===== config.mk =====
export PLATFORM = sky130hd
export DESIGN_NAME = pipe_ctrl_flat
export DESIGN_NICKNAME = d
export VERILOG_FILES = /design/src/rtl/pipe_ctrl_if.sv /design/src/rtl/pipe_ctrl.sv /design/src/flat_wrapper.sv
export SDC_FILE = /design/constraint.sdc
export NUM_CORES = 1
export LEC_CHECK = 0
export ABC_AREA = 1
export BUFFER_PORTS_ARGS = -buffer_cell sky130_fd_sc_hd__buf_2
export CORE_MARGIN = 2
export CORE_UTILIZATION = 60
export DETAILED_ROUTE_END_ITERATION = 12
export MAX_ROUTING_LAYER = met4
export PLACE_DENSITY = 0.95
export SKIP_CTS_REPAIR_TIMING = 1
export SLEW_MARGIN = 20
export SYNTH_ARGS = -nofsm -noshare
export SYNTH_HDL_FRONTEND = slang
export SYNTH_SLANG_ARGS = --single-unit

===== constraint.sdc =====
create_clock -name clk_i -period 5.2 [get_ports clk_i]
set_clock_uncertainty 0.05 [all_clocks]
set_input_delay 0.78 -clock clk_i [delete_from_list [all_inputs] [get_ports clk_i]]
set_output_delay 0.78 -clock clk_i [all_outputs]
set_load 0.02 [all_outputs]

===== src/rtl/pipe_ctrl_if.sv =====
// Handshake bundle between the pipeline datapath (master) and the hazard/stall controller (slave).
// The datapath drives hazard inputs; the controller returns stall, bubble and flush controls.
interface pipe_ctrl_if;
  logic [4:0]  id_rs1_i;
  logic [4:0]  id_rs2_i;
  logic        id_rs1_re_i;
  logic        id_rs2_re_i;
  logic [4:0]  ex_rd_i;
  logic        ex_memread_i;
  logic        ex_branch_taken_i;
  logic        ex_mc_req_i;
  logic        ex_mc_done_i;
  logic        mem_stall_req_i;
  logic        cnt_clr_i;
  logic [5:0]  stall_o;
  logic        bubble_ex_o;
  logic        bubble_mem_o;
  logic        bubble_wb_o;
  logic        flush_o;
  logic        mc_timeout_o;
  logic        state_o;
  logic [31:0] stall_cycles_o;

  modport master (
    output id_rs1_i, id_rs2_i, id_rs1_re_i, id_rs2_re_i, ex_rd_i, ex_memread_i,
           ex_branch_taken_i, ex_mc_req_i, ex_mc_done_i, mem_stall_req_i, cnt_clr_i,
    input  stall_o, bubble_ex_o, bubble_mem_o, bubble_wb_o, flush_o, mc_timeout_o,
           state_o, stall_cycles_o
  );

  modport slave (
    input  id_rs1_i, id_rs2_i, id_rs1_re_i, id_rs2_re_i, ex_rd_i, ex_memread_i,
           ex_branch_taken_i, ex_mc_req_i, ex_mc_done_i, mem_stall_req_i, cnt_clr_i,
    output stall_o, bubble_ex_o, bubble_mem_o, bubble_wb_o, flush_o, mc_timeout_o,
           state_o, stall_cycles_o
  );
endinterface


===== src/rtl/pipe_ctrl.sv =====
// Five-stage pipeline hazard controller: load-use, multi-cycle EX wait with timeout,
// memory stall and branch flush, plus a saturating count of PC-stall cycles.
module pipe_ctrl #(
  parameter int unsigned MC_TIMEOUT = 40
) (
  input  logic       clk_i,
  input  logic       rst_i,
  pipe_ctrl_if.slave bus
);

  typedef enum logic {RUN = 1'b0, MCWAIT = 1'b1} state_e;

  localparam logic [7:0] TMO_LIM = 8'(MC_TIMEOUT);

  state_e      state_q, state_d;
  logic [7:0]  tmo_cnt_q, tmo_cnt_d;
  logic [31:0] stall_cnt_q, stall_cnt_d;

  logic [5:0]  stall_s;
  logic        bubble_ex_s, bubble_mem_s, bubble_wb_s, flush_s, tmo_s;
  logic        lu_s, mcs_s, tmo_hit_s;

  assign lu_s = bus.ex_memread_i && (bus.ex_rd_i != 5'd0) &&
                ((bus.id_rs1_re_i && (bus.id_rs1_i == bus.ex_rd_i)) ||
                 (bus.id_rs2_re_i && (bus.id_rs2_i == bus.ex_rd_i)));

  assign mcs_s = ((state_q == RUN) && bus.ex_mc_req_i) ||
                 ((state_q == MCWAIT) && !bus.ex_mc_done_i);

  // Done in the same cycle as the limit wins, so the abort only fires without done.
  assign tmo_hit_s = (state_q == MCWAIT) && !bus.ex_mc_done_i &&
                     ((tmo_cnt_q + 8'd1) == TMO_LIM);

  // Prioritised stall/bubble/flush decode, forced quiet while reset is held.
  always_comb begin
    stall_s      = 6'b000000;
    bubble_ex_s  = 1'b0;
    bubble_mem_s = 1'b0;
    bubble_wb_s  = 1'b0;
    flush_s      = 1'b0;
    tmo_s        = 1'b0;
    if (!rst_i) begin
      stall_s = 6'b000000;
    end else if (bus.mem_stall_req_i) begin
      stall_s     = 6'b011111;
      bubble_wb_s = 1'b1;
      tmo_s       = tmo_hit_s;
    end else if (mcs_s) begin
      stall_s      = 6'b001111;
      bubble_mem_s = 1'b1;
      tmo_s        = tmo_hit_s;
    end else if (bus.ex_branch_taken_i) begin
      flush_s = 1'b1;
    end else if (lu_s) begin
      stall_s     = 6'b000111;
      bubble_ex_s = 1'b1;
    end else begin
      stall_s = 6'b000000;
    end
  end

  // Next-state for the multi-cycle FSM, its timeout counter and the stall counter.
  always_comb begin
    state_d     = state_q;
    tmo_cnt_d   = tmo_cnt_q;
    stall_cnt_d = stall_cnt_q;
    case (state_q)
      RUN: begin
        if (bus.ex_mc_req_i && !bus.mem_stall_req_i) begin
          state_d   = MCWAIT;
          tmo_cnt_d = 8'd1;
        end else begin
          state_d   = RUN;
          tmo_cnt_d = 8'd0;
        end
      end
      MCWAIT: begin
        if (bus.ex_mc_done_i || tmo_hit_s) begin
          state_d   = RUN;
          tmo_cnt_d = 8'd0;
        end else begin
          state_d   = MCWAIT;
          tmo_cnt_d = tmo_cnt_q + 8'd1;
        end
      end
      default: begin
        state_d   = RUN;
        tmo_cnt_d = 8'd0;
      end
    endcase
    if (bus.cnt_clr_i) begin
      stall_cnt_d = 32'd0;
    end else if (stall_s[0] && (stall_cnt_q != 32'hFFFF_FFFF)) begin
      stall_cnt_d = stall_cnt_q + 32'd1;
    end else begin
      stall_cnt_d = stall_cnt_q;
    end
  end

  // State and counter registers.
  always_ff @(posedge clk_i or negedge rst_i) begin
    if (!rst_i) begin
      state_q     <= RUN;
      tmo_cnt_q   <= 8'd0;
      stall_cnt_q <= 32'd0;
    end else begin
      state_q     <= state_d;
      tmo_cnt_q   <= tmo_cnt_d;
      stall_cnt_q <= stall_cnt_d;
    end
  end

  assign bus.stall_o        = stall_s;
  assign bus.bubble_ex_o    = bubble_ex_s;
  assign bus.bubble_mem_o   = bubble_mem_s;
  assign bus.bubble_wb_o    = bubble_wb_s;
  assign bus.flush_o        = flush_s;
  assign bus.mc_timeout_o   = tmo_s;
  assign bus.state_o        = (state_q == MCWAIT);
  assign bus.stall_cycles_o = stall_cnt_q;

endmodule


===== src/flat_wrapper.sv =====
// flat-port wrapper written by rule: the top's interface ports become plain ports
module pipe_ctrl_flat 
#(
  parameter int unsigned MC_TIMEOUT = 40
)
  (clk_i, rst_i, bus_id_rs1_i, bus_id_rs2_i, bus_id_rs1_re_i, bus_id_rs2_re_i, bus_ex_rd_i, bus_ex_memread_i, bus_ex_branch_taken_i, bus_ex_mc_req_i, bus_ex_mc_done_i, bus_mem_stall_req_i, bus_cnt_clr_i, bus_stall_o, bus_bubble_ex_o, bus_bubble_mem_o, bus_bubble_wb_o, bus_flush_o, bus_mc_timeout_o, bus_state_o, bus_stall_cycles_o);
  pipe_ctrl_if bus_i ();
  input  logic clk_i;
  input  logic rst_i;
  input wire logic [$bits(bus_i.id_rs1_i)-1:0] bus_id_rs1_i;
  input wire logic [$bits(bus_i.id_rs2_i)-1:0] bus_id_rs2_i;
  input wire logic [$bits(bus_i.id_rs1_re_i)-1:0] bus_id_rs1_re_i;
  input wire logic [$bits(bus_i.id_rs2_re_i)-1:0] bus_id_rs2_re_i;
  input wire logic [$bits(bus_i.ex_rd_i)-1:0] bus_ex_rd_i;
  input wire logic [$bits(bus_i.ex_memread_i)-1:0] bus_ex_memread_i;
  input wire logic [$bits(bus_i.ex_branch_taken_i)-1:0] bus_ex_branch_taken_i;
  input wire logic [$bits(bus_i.ex_mc_req_i)-1:0] bus_ex_mc_req_i;
  input wire logic [$bits(bus_i.ex_mc_done_i)-1:0] bus_ex_mc_done_i;
  input wire logic [$bits(bus_i.mem_stall_req_i)-1:0] bus_mem_stall_req_i;
  input wire logic [$bits(bus_i.cnt_clr_i)-1:0] bus_cnt_clr_i;
  output wire logic [$bits(bus_i.stall_o)-1:0] bus_stall_o;
  output wire logic [$bits(bus_i.bubble_ex_o)-1:0] bus_bubble_ex_o;
  output wire logic [$bits(bus_i.bubble_mem_o)-1:0] bus_bubble_mem_o;
  output wire logic [$bits(bus_i.bubble_wb_o)-1:0] bus_bubble_wb_o;
  output wire logic [$bits(bus_i.flush_o)-1:0] bus_flush_o;
  output wire logic [$bits(bus_i.mc_timeout_o)-1:0] bus_mc_timeout_o;
  output wire logic [$bits(bus_i.state_o)-1:0] bus_state_o;
  output wire logic [$bits(bus_i.stall_cycles_o)-1:0] bus_stall_cycles_o;
  assign bus_i.id_rs1_i = bus_id_rs1_i;
  assign bus_i.id_rs2_i = bus_id_rs2_i;
  assign bus_i.id_rs1_re_i = bus_id_rs1_re_i;
  assign bus_i.id_rs2_re_i = bus_id_rs2_re_i;
  assign bus_i.ex_rd_i = bus_ex_rd_i;
  assign bus_i.ex_memread_i = bus_ex_memread_i;
  assign bus_i.ex_branch_taken_i = bus_ex_branch_taken_i;
  assign bus_i.ex_mc_req_i = bus_ex_mc_req_i;
  assign bus_i.ex_mc_done_i = bus_ex_mc_done_i;
  assign bus_i.mem_stall_req_i = bus_mem_stall_req_i;
  assign bus_i.cnt_clr_i = bus_cnt_clr_i;
  assign bus_stall_o = bus_i.stall_o;
  assign bus_bubble_ex_o = bus_i.bubble_ex_o;
  assign bus_bubble_mem_o = bus_i.bubble_mem_o;
  assign bus_bubble_wb_o = bus_i.bubble_wb_o;
  assign bus_flush_o = bus_i.flush_o;
  assign bus_mc_timeout_o = bus_i.mc_timeout_o;
  assign bus_state_o = bus_i.state_o;
  assign bus_stall_cycles_o = bus_i.stall_cycles_o;
  pipe_ctrl #(.MC_TIMEOUT(MC_TIMEOUT)) u_core (.clk_i(clk_i), .rst_i(rst_i), .bus(bus_i));
endmodule

==> out/qor.txt <==
Status = completed
Endpoints failing setup = 0
CP Class = in -> out
Antenna violations before repair = 0
Clock buffer depth = 2
Syn Area/Cell = 6.35 sq um
# clock sinks = 41
Fin util = 69.1%
Max_cap viols = 0
Reg power frac = 48.1%
Yosys warns = 0
Tcrit/Tclk final = 59.1%
Post-route non-filler standard cell count = 651
Largest area contributor in the netlist = dfrtp_1
Commonest cells post-synth = nand2_1, inv_1, nor2_1, nand3_1, dfrtp_1
Core ar. = 5410 sq um
Layout area overhead = 12.9%
Area of the mapped netlist = 3310 sq um
Detailed-route wire length per cell = 12.9 um
Mapped Cells = 521
Final Power = 681 uW
CTS tree = built
Multi-input logic area = 1870 sq um
Initial Util = 61.2%
Sw Ratio = 26.3%
Synth Register Bits = 41
DRC Markers = 0
Num CTS Buffers = 5
Final min period = 3.07 ns
GRT Overall Usage = 29.6%
Register area = 1030 sq um
R2R depth = 9
Arr. time, crit path = 2.24 ns
RSZ-0062 raised after global routing = no
Post-synthesis sequential area ratio = 31.0%
Nature of the critical path endpoint = primary output
Setup crit start kind = primary input
Fin. Hold Viols = 0
Worst-Skew Late Latency = 0.30 ns
Ant. Diodes = 0
Most common cell in the netlist = nand2_1
Crit Path Max Fanout = 36
GRT overflow = 0
Filler Cell Count = 480
Ys flop type = dfrtp_1
Worst hold path class = in -> async
Fin. max-slew vios = 0
Worst-path clk slew = 0.08 ns
Critical Path RT = 4.37 ns
DRT antenna net count = 0
Leakage = 2.12 nW
Pin count of the biggest net entering global routing = 65
Worst rel slew slack = 28.4%
Worst-margin pin slew = 1.07 ns
I/O Pins = 69
Via count = 3489
Std-Cell Rows = 27
Pwr dens = 182 nW/um^2
R2R setup slack = 2.77 ns
TNS Setup = 0 ns
Reg-to-Reg End = u_core.bus.stall_cycles_o[3]
Syn_nets = 549
Fin nets = 606
DP HPWL = 6340 um
Die W = 78.3 um
Ranking of synthesized cells by area = dfrtp_1, nand2_1, inv_1
Buffers on Ports = 67
Part of the power in the clock network = 39.5%
Pre-antenna DRT Iters = 5
Async SR Flop Fraction = 100%
Yosys cell types = 28
Post-synth top area share = 31.0%
Worst vdd ir = 0.000101 V
Internal = 501 uW
CTS H-tree lvls = 2
Layout cell share with drive strength beyond 1 = 18.0%
Die Footprint = 6130 sq um
Vias per cell = 5.36
Die extent in y = 78.3 um
Power share of the combinational group = 12.4%
Clk root buf = clkbuf_8
Fmax = 326 MHz
Origin of the critical flop-to-flop path = u_core.bus.stall_cycles_o[0]
Post-Route WL = 8420 um
Vias in the first global route = 3194
RePlAce Congestion = 0.942
DR iter-0 viols = 241
Placed insts = 643
Sw Pwr = 179 uW
First-pass GRT wire length = 14200 um
Post-synth EDFFs = 0
-- cell families (layout without fill, tap and decap cells) --
logic type               after synthesis  count (layout)  synth area share, %
flip-flops                            41              41                 31.0
other                                  1               1                0.113
buffers and inverters                 96             154                 12.6
AO/OA/AOI/OAI                          3               3                0.454
adder cells (fa/ha/maj)                3               3                 1.13
AND/OR/NAND/NOR                      359             359                 50.0
XOR/XNOR                              18              18                 4.76
-- stage by stage --
step | setup WS, ns | hold WS, ns | cell area, sq um
floorplan | 2.50 | 0.434 | 3310
global placement | 2.18 | 0.485 | 3620
detailed placement | 2.14 | 0.493 | 3620
CTS | 2.13 | 0.262 | 3740
global route | 1.98 | 0.267 | 3740
finish | 2.13 | 0.265 | 3740
-- cell type report --
| cell class | count | share of cell area [%] |
|---|---|---|
| Timing Repair Buffer | 68 | 9.18 |
| Sequential cell | 41 | 27.5 |
| Clock buffer | 7 | 2.31 |
| Tap cell | 72 | 2.41 |
| Clock inverter | 1 | 0.804 |
| Multi-Input combinational cell | 384 | 50.0 |
| Inverter | 78 | 7.84 |
-- worst max-delay path, stage by stage --
cell and delay [ns]:
buf_2 0.09, or2_1 0.27, nand2_1 0.08, inv_1 0.05, nand2_1 0.09, nand2_1 0.08, nand2_2 0.49, buf_2 0.28
-- worst max-delay path by stage --
stage | from | end | slack [ns] | cells past startpoint
2_1_floorplan | bus_ex_mc_done_i | bus_stall_o[1] | 2.50 | 8
3_3_place_gp | bus_ex_mc_done_i | bus_stall_o[0] | 2.18 | 8
3_5_place_dp | bus_ex_mc_done_i | bus_stall_o[1] | 2.14 | 8
4_1_cts | bus_ex_mc_done_i | bus_stall_o[1] | 2.13 | 8
5_1_grt | bus_ex_rd_i[4] | bus_stall_o[1] | 1.98 | 10
6_report | bus_ex_mc_done_i | bus_stall_o[1] | 2.13 | 8
-- cell usage in the layout (no fill, tap or decap), types with 2 or more instances in the layout --
| cell | count |
|---|---|
| nor2_4 | 3 |
| o21ai_0 | 2 |
| xnor2_1 | 6 |
| inv_1 | 77 |
| nor2_1 | 69 |
| nand3_2 | 11 |
| dfrtp_1 | 41 |
| clkbuf_8 | 6 |
| buf_2 | 67 |
| ha_1 | 3 |
| nand4_1 | 35 |
| nor2_2 | 7 |
| xor2_1 | 12 |
| nand2_1 | 173 |
| nor3_1 | 5 |
| nand2_2 | 4 |
| nand3_1 | 48 |
-- layer usage --
| metal | share of wire [%] | global-route usage, % | vias to the layer above |
|---|---|---|---|
| met3 | 5.0 | 3.33 | 24 |
| met1 | 43 | 35.7 | 1609 |
| met2 | 50 | 52.1 | 118 |
| met4 | 2.2 | 9.47 | 0 |
| li1 | - | - | 1738 |
| met5 | 0 | - | - |
-- sequential cells by signal, summed over array words and instances, names as in the netlist --
| name | cells |
|---|---|
| u_core.bus.stall_cycles_o | 32 |
| u_core.tmo_cnt_q | 8 |
| u_core.bus.state_o | 1 |
-- power by group through the flow --
stage	clock, mW	sequential, mW	combinational (mW)
2_1_floorplan	0	0.335	0.0567
5_1_grt	0.284	0.328	0.0947
4_1_cts	0.272	0.327	0.0843
3_3_place_gp	0	0.333	0.0803
6_report	0.269	0.328	0.0844
3_5_place_dp	0	0.334	0.0838
(Power assumes the default switching activity.)
